<file path="config.mk">
export PLATFORM = sky130hd
export DESIGN_NAME = dispatch_steer
export DESIGN_NICKNAME = d
export VERILOG_FILES = /design/src/rtl/foxtrot_pkg.sv /design/src/rtl/dispatch_steer_rr_arbiter.sv /design/src/rtl/dispatch_steer.sv
export SDC_FILE = /design/constraint.sdc
export NUM_CORES = 1
export LEC_CHECK = 0
export CORE_MARGIN = 3
export CORE_UTILIZATION = 52
export CTS_CLUSTER_DIAMETER = 60
export DETAILED_ROUTE_END_ITERATION = 8
export PLACE_DENSITY_LB_ADDON = 0.1
export SLEW_MARGIN = 10
export SYNTH_ARGS = -nofsm -noshare
export SYNTH_HDL_FRONTEND = slang
export SYNTH_HIERARCHICAL = 1
export SYNTH_SLANG_ARGS = --single-unit
</file>
<file path="constraint.sdc">
create_clock -name clk -period 3.34 [get_ports clk]
set_input_delay 1.002 -clock clk [delete_from_list [all_inputs] [get_ports clk]]
set_output_delay 1.002 -clock clk [all_outputs]
set_load 0.02 [all_outputs]
</file>
<file path="src/rtl/foxtrot_pkg.sv">
// Shared types and helpers for the dispatch steering block: buffered entry
// layout, round-robin pick and wakeup-snoop match.
package foxtrot_pkg;

  localparam int INST_ID_BITS = 6;
  localparam int PRN_BITS     = 6;
  localparam int MAX_OPERANDS = 3;
  localparam int FU_COUNT     = 4;
  localparam int DEPTH        = 2;
  localparam int FU_IDX_BITS  = $clog2(FU_COUNT);
  localparam int PTR_BITS     = $clog2(DEPTH);
  localparam int CNT_BITS     = PTR_BITS + 1;

  typedef struct packed {
    logic [INST_ID_BITS-1:0]                    inst_id;
    logic [31:0]                                inst;
    logic [63:0]                                pc;
    logic [FU_COUNT-1:0]                        fu_mask;
    logic [MAX_OPERANDS-1:0]                    op_valid;
    logic [MAX_OPERANDS-1:0]                    op_ready;
    logic [MAX_OPERANDS-1:0][PRN_BITS-1:0]      op_prn;
    logic [MAX_OPERANDS-1:0][PRN_BITS-1:0]      out_prn;
    logic [MAX_OPERANDS-1:0]                    out_prn_valid;
  } dispatch_entry_t;

  typedef struct packed {
    logic                   found;
    logic [FU_IDX_BITS-1:0] idx;
  } rr_pick_t;

  // Scanning from the highest offset down leaves the closest-to-ptr hit in r.
  function automatic rr_pick_t rr_pick(input logic [FU_COUNT-1:0]    mask,
                                       input logic [FU_IDX_BITS-1:0] ptr);
    rr_pick_t               r;
    logic [FU_IDX_BITS-1:0] cand;
    r = '0;
    for (int i = FU_COUNT - 1; i >= 0; i--) begin
      cand = ptr + FU_IDX_BITS'(i);
      if (mask[cand]) begin
        r.found = 1'b1;
        r.idx   = cand;
      end
    end
    return r;
  endfunction

  function automatic logic [MAX_OPERANDS-1:0] wake_match(
      input logic [MAX_OPERANDS-1:0]                             op_valid,
      input logic [MAX_OPERANDS-1:0][PRN_BITS-1:0]               op_prn,
      input logic [FU_COUNT-1:0][MAX_OPERANDS-1:0]               set_rdy,
      input logic [FU_COUNT-1:0][MAX_OPERANDS-1:0][PRN_BITS-1:0] set_prn);
    logic [MAX_OPERANDS-1:0] m;
    m = '0;
    for (int j = 0; j < MAX_OPERANDS; j++) begin
      for (int k = 0; k < FU_COUNT; k++) begin
        if (op_valid[j] && set_rdy[k][j] && (set_prn[k][j] == op_prn[j])) begin
          m[j] = 1'b1;
        end
      end
    end
    return m;
  endfunction

endpackage

</file>
<file path="src/rtl/dispatch_steer_rr_arbiter.sv">
// Rotating-priority pick over FU_COUNT requesters; owns the rotation pointer,
// which moves just past the granted queue whenever a grant is consumed.
module rr_arbiter
  import foxtrot_pkg::*;
(
  input  logic                   clk,
  input  logic                   rst,
  input  logic [FU_COUNT-1:0]    req,
  input  logic                   advance,
  output logic                   found,
  output logic [FU_IDX_BITS-1:0] grant_idx,
  output logic [FU_COUNT-1:0]    grant_onehot
);

  logic [FU_IDX_BITS-1:0] rr_ptr_r;
  rr_pick_t               pick_s;

  // Combinational grant from the current pointer.
  always_comb begin
    pick_s    = rr_pick(req, rr_ptr_r);
    found     = pick_s.found;
    grant_idx = pick_s.idx;
    if (pick_s.found) begin
      grant_onehot = FU_COUNT'(1) << pick_s.idx;
    end else begin
      grant_onehot = {FU_COUNT{1'b0}};
    end
  end

  // Rotation pointer update.
  always_ff @(posedge clk or negedge rst) begin
    if (!rst) begin
      rr_ptr_r <= {FU_IDX_BITS{1'b0}};
    end else if (advance && pick_s.found) begin
      rr_ptr_r <= pick_s.idx + FU_IDX_BITS'(1);
    end else begin
      rr_ptr_r <= rr_ptr_r;
    end
  end

endmodule

</file>
<file path="src/rtl/dispatch_steer.sv">
// Buffers renamed instructions and steers each to one eligible issue queue,
// snooping FU wakeups so operand-ready bits are current at insertion.
module dispatch_steer
  import foxtrot_pkg::*;
(
  input  logic                                              clk,
  input  logic                                              rst,
  input  logic                                              flush,
  input  logic                                              inst_valid,
  output logic                                              inst_ready,
  input  logic [INST_ID_BITS-1:0]                           inst_id,
  input  logic [31:0]                                       raw_instr,
  input  logic [63:0]                                       instr_pc,
  input  logic [FU_COUNT-1:0]                               fu_mask,
  input  logic [MAX_OPERANDS-1:0]                           prn_input_valid,
  input  logic [MAX_OPERANDS-1:0]                           prn_input_ready,
  input  logic [MAX_OPERANDS-1:0][PRN_BITS-1:0]             prn_input,
  input  logic [MAX_OPERANDS-1:0]                           prn_output_valid,
  input  logic [MAX_OPERANDS-1:0][PRN_BITS-1:0]             prn_output,
  input  logic [FU_COUNT-1:0][MAX_OPERANDS-1:0]             set_prn_ready,
  input  logic [FU_COUNT-1:0][MAX_OPERANDS-1:0][PRN_BITS-1:0] set_prn,
  input  logic [FU_COUNT-1:0]                               iq_queue_ready,
  output logic [FU_COUNT-1:0]                               iq_inst_valid,
  output logic [INST_ID_BITS-1:0]                           iq_inst_id,
  output logic [31:0]                                       iq_raw_instr,
  output logic [63:0]                                       iq_instr_pc,
  output logic [MAX_OPERANDS-1:0]                           iq_prn_input_valid,
  output logic [MAX_OPERANDS-1:0]                           iq_prn_input_ready,
  output logic [MAX_OPERANDS-1:0][PRN_BITS-1:0]             iq_prn_input,
  output logic [MAX_OPERANDS-1:0]                           iq_prn_output_valid,
  output logic [MAX_OPERANDS-1:0][PRN_BITS-1:0]             iq_prn_output,
  output logic                                              err_no_fu,
  output logic [31:0]                                       stall_cycles
);

  dispatch_entry_t         fifo_mem_r [DEPTH];
  logic [PTR_BITS-1:0]     wr_ptr_r;
  logic [PTR_BITS-1:0]     rd_ptr_r;
  logic [CNT_BITS-1:0]     count_r;
  logic                    err_no_fu_r;
  logic [31:0]             stall_cycles_r;

  dispatch_entry_t         head_s;
  dispatch_entry_t         new_entry_s;
  logic                    head_valid_s;
  logic [FU_COUNT-1:0]     elig_s;
  logic                    found_s;
  logic [FU_IDX_BITS-1:0]  grant_idx_s;
  logic [FU_COUNT-1:0]     grant_onehot_s;
  logic                    dispatch_s;
  logic                    accept_s;
  logic                    push_s;

  assign inst_ready   = (count_r < CNT_BITS'(DEPTH));
  assign head_valid_s = (count_r != {CNT_BITS{1'b0}});
  assign head_s       = fifo_mem_r[rd_ptr_r];
  assign accept_s     = inst_valid && inst_ready && !flush;
  assign push_s       = accept_s && (fu_mask != {FU_COUNT{1'b0}});
  assign dispatch_s   = head_valid_s && found_s && !flush;
  assign err_no_fu    = err_no_fu_r;
  assign stall_cycles = stall_cycles_r;

  // Eligible queues for the head and the one-hot insert strobe.
  always_comb begin
    if (head_valid_s) begin
      elig_s = head_s.fu_mask & iq_queue_ready;
    end else begin
      elig_s = {FU_COUNT{1'b0}};
    end
    if (dispatch_s) begin
      iq_inst_valid = grant_onehot_s;
    end else begin
      iq_inst_valid = {FU_COUNT{1'b0}};
    end
  end

  rr_arbiter u_rr_arbiter (
    .clk          (clk),
    .rst          (rst),
    .req          (elig_s),
    .advance      (dispatch_s),
    .found        (found_s),
    .grant_idx    (grant_idx_s),
    .grant_onehot (grant_onehot_s)
  );

  // Incoming entry, already updated with any wakeup seen on its enqueue edge.
  always_comb begin
    new_entry_s               = '0;
    new_entry_s.inst_id       = inst_id;
    new_entry_s.inst          = raw_instr;
    new_entry_s.pc            = instr_pc;
    new_entry_s.fu_mask       = fu_mask;
    new_entry_s.op_valid      = prn_input_valid;
    new_entry_s.op_prn        = prn_input;
    new_entry_s.out_prn       = prn_output;
    new_entry_s.out_prn_valid = prn_output_valid;
    new_entry_s.op_ready      = prn_input_ready |
                                wake_match(prn_input_valid, prn_input, set_prn_ready, set_prn);
  end

  // Shared payload; ready bits bypass same-cycle wakeups so none are lost.
  always_comb begin
    if (head_valid_s) begin
      iq_inst_id          = head_s.inst_id;
      iq_raw_instr        = head_s.inst;
      iq_instr_pc         = head_s.pc;
      iq_prn_input_valid  = head_s.op_valid;
      iq_prn_input_ready  = head_s.op_ready |
                            wake_match(head_s.op_valid, head_s.op_prn, set_prn_ready, set_prn);
      iq_prn_input        = head_s.op_prn;
      iq_prn_output_valid = head_s.out_prn_valid;
      iq_prn_output       = head_s.out_prn;
    end else begin
      iq_inst_id          = {INST_ID_BITS{1'b0}};
      iq_raw_instr        = 32'h0000_0000;
      iq_instr_pc         = 64'h0000_0000_0000_0000;
      iq_prn_input_valid  = {MAX_OPERANDS{1'b0}};
      iq_prn_input_ready  = {MAX_OPERANDS{1'b0}};
      iq_prn_input        = '0;
      iq_prn_output_valid = {MAX_OPERANDS{1'b0}};
      iq_prn_output       = '0;
    end
  end

  // FIFO pointers and occupancy.
  always_ff @(posedge clk or negedge rst) begin
    if (!rst) begin
      wr_ptr_r <= {PTR_BITS{1'b0}};
      rd_ptr_r <= {PTR_BITS{1'b0}};
      count_r  <= {CNT_BITS{1'b0}};
    end else if (flush) begin
      wr_ptr_r <= {PTR_BITS{1'b0}};
      rd_ptr_r <= {PTR_BITS{1'b0}};
      count_r  <= {CNT_BITS{1'b0}};
    end else begin
      wr_ptr_r <= push_s     ? wr_ptr_r + PTR_BITS'(1) : wr_ptr_r;
      rd_ptr_r <= dispatch_s ? rd_ptr_r + PTR_BITS'(1) : rd_ptr_r;
      case ({push_s, dispatch_s})
        2'b10:   count_r <= count_r + CNT_BITS'(1);
        2'b01:   count_r <= count_r - CNT_BITS'(1);
        default: count_r <= count_r;
      endcase
    end
  end

  // Entry storage with wakeup snoop; the push write overrides the snoop slot.
  always_ff @(posedge clk or negedge rst) begin
    if (!rst) begin
      for (int i = 0; i < DEPTH; i++) begin
        fifo_mem_r[i] <= '0;
      end
    end else begin
      for (int i = 0; i < DEPTH; i++) begin
        fifo_mem_r[i].op_ready <= fifo_mem_r[i].op_ready |
          wake_match(fifo_mem_r[i].op_valid, fifo_mem_r[i].op_prn, set_prn_ready, set_prn);
      end
      if (push_s) begin
        fifo_mem_r[wr_ptr_r] <= new_entry_s;
      end
    end
  end

  // Sticky flag for instructions no queue can execute.
  always_ff @(posedge clk or negedge rst) begin
    if (!rst) begin
      err_no_fu_r <= 1'b0;
    end else if (accept_s && (fu_mask == {FU_COUNT{1'b0}})) begin
      err_no_fu_r <= 1'b1;
    end else begin
      err_no_fu_r <= err_no_fu_r;
    end
  end

  // Saturating count of cycles the head waited with no eligible queue.
  always_ff @(posedge clk or negedge rst) begin
    if (!rst) begin
      stall_cycles_r <= 32'h0000_0000;
    end else if (head_valid_s && !flush && (elig_s == {FU_COUNT{1'b0}}) &&
                 (stall_cycles_r != 32'hFFFF_FFFF)) begin
      stall_cycles_r <= stall_cycles_r + 32'h0000_0001;
    end else begin
      stall_cycles_r <= stall_cycles_r;
    end
  end

endmodule

</file>
# Yosys cells after proc, flatten, opt, wreduce, memory -nomap -nowiden
# Index checks and enable logic that the tools add are counted.
word_totals:
  memories: 0
  latchBits: 0
  mem_bits_rw: 0
  register_bits: 341
  output_inout_bits: 185
  inputBits: 243
  rom_bits: 0
  elab_cells: 310
classes:
  addsub: 9
  mul: 0
  shift: 1
  n_eq_ne: 51
  reduce_logical: 115
  mux: 87
  order_cmp: 8
  div_mod_pow: 0
  n_bitwise: 7
ops:
  columns: ["cell", "n"]
  rows:
  - ["151-bit two-way mux", 4]
  - ["302-bit bitwise mux", 1]
  - ["6-bit equality test", 48]
  - ["193-bit two-way mux", 1]
  - ["151-bit demux with 1-bit select", 1]
  - ["1-bit logical AND", 107]
  - ["64-bit two-way mux", 1]
  - ["1-bit two-way mux", 59]
  - ["18-bit two-way mux", 2]
  - ["32-bit by 1-bit adder with 32-bit output (second input constant)", 1]
  - ["32-bit two-way mux", 1]
  - ["32-bit inequality test (second input constant)", 1]
  - ["3-bit two-way mux", 7]
  - ["2-bit by 3-bit < comparator with 1-bit output (second input constant)", 4]
  - ["4-bit two-way mux", 3]
  - ["3-bit OR", 4]
  - ["1-bit binary-select mux with 2-bit select", 4]
  - ["4-bit zero test", 2]
  - ["2-bit by 1-bit adder with 2-bit output (second input constant)", 3]
  - ["6-bit two-way mux", 1]
  - ["2-bit nonzero test", 3]
  - ["2-bit adder (second input constant)", 2]
  - ["4-bit AND", 1]
  - ["2-bit greater-or-equal comparator (second input constant)", 2]
  - ["other kinds (13)", 15]

# Longest topological paths before layout
logic_depth:
  word_depth: 17
  mapped_depth: 12
  depth_no_buf: 10

# Modules after synthesis
# Netlist, hierarchy kept.
by_module_without_submodules:
  columns: ["mod", "instances", "seq_area_each_um2", "cells_per_inst", "area_per_inst_um2"]
  rows:
  - ["dispatch_steer", 1, 8483.1, 2284, 19009.5]
  - ["rr_arbiter", 1, 50.0, 24, 203.9]

# Worst setup path before layout
# No wires, ideal clock.
synth_path:
  path_kind: "input to output"
  startpoint: "input iq_queue_ready[1]"
  endpoint: "output iq_inst_valid[1]"
  stages: 7
  arrival_time_ps: 2294
  setup_slack_ps: 44
  n_path_buf: 0
  path_cell_list: "inv_1 nor3_1 nand2b_1 a21oi_1 a211oi_4 nor2b_2 and2_1"
synth_via:
  elab_chain_cells: 11
  elab_cells_between_ends: 19
  cone_classes: "shift (1); mux (15); bitwise (1); reduce/logical (2)"
synth_lines:
  columns: ["element", "line_no", "rtl"]
  rows:
  - ["start, declared", "dispatch_steer.sv:22", "input logic [FU_COUNT-1:0] iq_queue_ready,"]
  - ["4-bit AND *", "dispatch_steer.sv:66", "elig_s = head_s.fu_mask & iq_queue_ready;"]
  - ["4-bit two-way mux *", "dispatch_steer.sv:65", "if (head_valid_s) begin"]
  - ["via elig_s[1]", "dispatch_steer.sv:46", "logic [FU_COUNT-1:0] elig_s;"]
  - ["1-bit binary-select mux with 2-bit select", "foxtrot_pkg.sv:39", "if (mask[cand]) begin"]
  - ["1-bit two-way mux (not written as such)", "foxtrot_pkg.sv:39", null]
  - ["3-bit two-way mux (3 in a row)", "foxtrot_pkg.sv:39", null]
  - ["3-bit two-way mux *", "foxtrot_pkg.sv:39", null]
  - ["via grant_idx_s[0]", "dispatch_steer.sv:48", "logic [FU_IDX_BITS-1:0] grant_idx_s;"]
  - ["1-bit by 2-bit << shifter with 4-bit output *", "dispatch_steer_rr_arbiter.sv:24", "grant_onehot = FU_COUNT'(1) << pick_s.idx;"]
  - ["4-bit two-way mux *", "dispatch_steer_rr_arbiter.sv:23", "if (pick_s.found) begin"]
  - ["via grant_onehot_s[1]", "dispatch_steer.sv:49", "logic [FU_COUNT-1:0] grant_onehot_s;"]
  - ["4-bit two-way mux *", "dispatch_steer.sv:70", "if (dispatch_s) begin"]
  - ["end, declared", "dispatch_steer.sv:23", "output logic [FU_COUNT-1:0] iq_inst_valid,"]
# The timed path passes the listed nets; every way through them passes the cells marked *. The select of a mux whose other input is x is not followed.

# Final worst setup path
layout_path:
  startpoint: "register rd_ptr_r"
  endpoint: "output iq_inst_valid[0]"
layout_via:
  elab_chain_cells: 15
  elab_cells_between_ends: 23
  cone_classes: "shift (1); mux (18); bitwise (2); reduce/logical (2)"
layout_lines:
  columns: ["element", "line_no", "rtl"]
  rows:
  - ["start, declared", "dispatch_steer.sv:38", "logic [PTR_BITS-1:0] rd_ptr_r;"]
  - ["start signal, assigned", "dispatch_steer.sv:130", "rd_ptr_r <= {PTR_BITS{1'b0}};"]
  - ["start signal, assigned", "dispatch_steer.sv:134", "rd_ptr_r <= {PTR_BITS{1'b0}};"]
  - ["start signal, assigned", "dispatch_steer.sv:138", "rd_ptr_r <= dispatch_s ? rd_ptr_r + PTR_BITS'(1) : rd_ptr_r;"]
  - ["1-bit inverter with 2-bit output (not written as such) *", "dispatch_steer.sv:56", "assign head_s = fifo_mem_r[rd_ptr_r];"]
  - ["151-bit two-way mux (not written as such) * (3 in a row)", "dispatch_steer.sv:56", null]
  - ["4-bit AND *", "dispatch_steer.sv:66", null]
  - ["4-bit two-way mux *", "dispatch_steer.sv:65", null]
  - ["via elig_s[3]", "dispatch_steer.sv:46", null]
  - ["1-bit binary-select mux with 2-bit select", "foxtrot_pkg.sv:39", null]
  - ["1-bit two-way mux (not written as such)", "foxtrot_pkg.sv:39", null]
  - ["3-bit two-way mux (3 in a row)", "foxtrot_pkg.sv:39", null]
  - ["3-bit two-way mux *", "foxtrot_pkg.sv:39", null]
  - ["via grant_idx_s[0]", "dispatch_steer.sv:48", null]
  - ["1-bit by 2-bit << shifter with 4-bit output *", "dispatch_steer_rr_arbiter.sv:24", null]
  - ["4-bit two-way mux *", "dispatch_steer_rr_arbiter.sv:23", null]
  - ["via grant_onehot_s[0]", "dispatch_steer.sv:49", null]
  - ["4-bit two-way mux *", "dispatch_steer.sv:70", null]
# Marks and branches as above.

==> run_results.csv <==
group,metric,value,unit
cts,clk_pin_slew_worst_paths,60,ps
placed_design,hpwl,46.08,mm
worst_setup_path,worstPathMaxFanout,6,
timing,holdWs,470.3,ps
global_route,grt_pass1_wl,102.2,mm
synthesis,synth_top_area_frac,0.4441,
floorplanning,rows,69,
synthesis,synth_top_flop_cell,"dfrtp_1",
flow_run,drv_cap,0,
worst_setup_path,critical_path_required,2340,ps
run_status,violations,"setup timing",
final_layout,area_growth_syn_to_layout,42.11,%
worst_setup_path,startpoint_type,"flip-flop",
final_layout,fin_nets,3103,
cts,cts_made_buffers,38,
timing,max_freq,262.7,MHz
routing,drc,0,
timing,worst_slew_pin_slew,702.0,ps
timing,setup_viol,8,
cts,cts_tree,"yes",
power_and_ir_drop,p_leak,13.47,nW
worst_setup_path,rr_startpoint,"rd_ptr_r$_DFFE_PN0P_",
placed_design,port_buffers,427,
global_route,grt_pass1_vias,18630,
routing,wl_per_cell,19.78,microns
synthesis,syn-cell-area,0.01921,sq mm
worst_setup_path,r2r_end,"u_rr_arbiter/rr_ptr_r[1]$_DFFE_PN0P_",
floorplanning,dieArea,0.03929,sq mm
synthesis,synth_area_leaders,"dfrtp_1 (44%), nand2_1 (18%), xnor2_1 (8.6%), mux2i_1 (6.8%), xor2_1 (6.0%)",
global_route,grt_max_degree,81,
synthesis,synthDistinctLibCells,51,
timing,slew_headroom,0.5320,
cts,cts_root_buf,"clkbuf_16",
timing,rsz0062_at_grt,"yes",
min_path,min_path_type,"primary input to async pin",
synthesis,yosys.area.top_type,"dfrtp_1",
routing,drt_iter0_drc,1180,
synthesis,synth_most_common_cell,"nand2_1",
worst_setup_path,worstSetupPathType,"flip-flop to output pin",
worst_setup_path,endpoint_kind,"output pin",
cts,htreeDepth,2,
timing,clock_skew,22.90,ps
synthesis,synth-async-reset-ratio,1.000,
synthesis,synth_enable_flop_cells,0,
routing,via_per_inst,5.404,
synthesis,syn_avg_cell_area,8.325,sq um
synthesis,synth_cells,2308,
global_route,overflow,0,
routing,vias,18120,
floorplanning,die_x,198.2,microns
synthesis,ys_ff_latch,341,
routing,drt-total-wl,66.35,mm
cts,cts_hold_buf,0,
placed_design,gp_congestion,0.9311,
floorplanning,die_h,198.2,microns
timing,hold_viol_final,0,
synthesis,synth_common_cells,"nand2_1 (917), dfrtp_1 (341), xnor2_1 (188)",
run_status,status,"complete, but fails checks",
worst_setup_path,worstSetupEndpoint,"iq_inst_valid[0]",
timing,period_needed,3806,ps
worst_setup_path,r2r_slack,890,ps
synthesis,synth_fp_nets,2552,
worst_setup_path,r2r_cells,11,
global_route,grt_antenna_before_repair,12,
routing,dr.pass1.iters,5,
cts,insertion_delay,540,ps
power_and_ir_drop,max-vdd-ir-drop,0.4070,mV
global_route,track_usage,0.3307,
final_layout,final_layout_size_suffix_gt1_frac,0.1345,
synthesis,synth_seq_area_share,0.4441,
routing,antenna_left,0,
cts,clock-sinks,341,
cts,ctsLongestPathBuffers,3,
timing,slew_violations,0,
power_and_ir_drop,p_per_area,564.9,mW/mm^2
final_layout,final_area,0.02730,sq mm
timing,worst_slack,-466.5,ps
floorplanning,ios,428,
worst_setup_path,startpoint,"rd_ptr_r$_DFFE_PN0P_",
synthesis,yosysWarnings,6,
floorplanning,initial_core_util,0.5337,
worst_setup_path,arrival,2800,ps
floorplanning,coreArea,0.03600,sq mm
timing,fin_crit_sh,1.140,
placed_design,dpl-instance-area,0.02540,sq mm
sequential cells by signal, summed over array words and instances (netlist names):
name	count
count_r	2
err_no_fu	1
fifo_mem_r	302
rd_ptr_r	1
stall_cycles	32
u_rr_arbiter/rr_ptr_r	2
wr_ptr_r	1
worst min path at each step:
stage	start	endpoint	slack, ps	cells past startpoint
final	rst	fifo_mem_r[191]$_DFF_PN0_	470	1
after global routing	fifo_mem_r[250]$_DFFE_PN0P_	fifo_mem_r[250]$_DFFE_PN0P_	490	2
after CTS	fifo_mem_r[47]$_DFFE_PN0P_	fifo_mem_r[47]$_DFFE_PN0P_	470	2
after detailed placement	fifo_mem_r[199]$_DFFE_PN0P_	fifo_mem_r[199]$_DFFE_PN0P_	460	2
after global placement	fifo_mem_r[196]$_DFFE_PN0P_	fifo_mem_r[196]$_DFFE_PN0P_	450	2
after floorplan	fifo_mem_r[45]$_DFFE_PN0P_	fifo_mem_r[45]$_DFFE_PN0P_	440	2
what timing repair did:
item / CTS / global route
resized for setup: 203 / 77
gates cloned: 6 / 1
setup buffers: 8 / 7
setup endpoints to repair: 145 / 54
pin swaps: 14 / 13
final cells by class:
class | instances | area, sq um
Multi-Input combinational cell | 1791 | 10180
Fill cell | 2619 | 8696
Sequential cell | 341 | 8537
Timing Repair Buffer | 679 | 6675
Clock buffer | 56 | 1090
Tap cell | 461 | 576.8
Clock inverter | 10 | 197.7
Inverter | 8 | 32.53
Antenna cell | 8 | 20.02
layer usage:
metal  track usage  wire length, microns
met5             0                    52
met4        0.1366                  2714
met3       0.07640                  5222
met2        0.5485                 31740
met1        0.4192                 26620
cell families after synthesis:
group / synth area share
XOR/XNOR: 0.1459
buffers and inverters: 0.03829
adder cells (fa/ha/maj): 0.0006511
flip-flops: 0.4441
AO/OA/AOI/OAI: 0.01446
multiplexers: 0.08466
AND/OR/NAND/NOR: 0.2719
critical path: stages, from the launching register on:
cell      delay (ps)
dfrtp_4          560
buf_8            170
mux2_4           330
and3_4           220
o22ai_4          170
a211oi_4         100
buf_4            160
a311oi_2         250
and2_1           190
buf_6            120
cells in the final DEF (no fill, tap or decap), drive strengths merged, types with 11 or more instances in the layout:
master	Yosys	final
and2	12	12
clkdlybuf4s50	0	277
xnor2	188	188
xor2	132	132
dlygate4sd2	0	91
nor4	39	39
dlymetal6s2s	0	35
dfrtp	341	341
nor3	19	19
nand4	35	35
clkbuf	125	65
nor2	157	157
mux2i	146	146
buf	43	258
nand3	77	77
nand2	917	917
inv	8	11
where the power goes:
part           switching, W  internal, W  total (W)
combinational       0.00286      0.00243    0.00530
clock               0.00167      0.00266    0.00432
sequential         0.000621      0.00518    0.00580
total               0.00515       0.0103     0.0154
stage by stage:
step	cells	TNS (ps)	total power, W	setup WS [ps]	utilization
after floorplan	2308	0	0.008658	43.61	-
after global placement	3259	-9982	0.01073	-984.7	0.7056
after detailed placement	3259	-9760	0.01091	-1031	0.7056
after CTS	3338	-8213	0.01539	-423.0	0.7510
after global routing	3354	-4048	0.01625	-557.4	0.7585
final	3354	-2966	0.01542	-466.5	0.7585
Power figures use the tool's default switching activity.
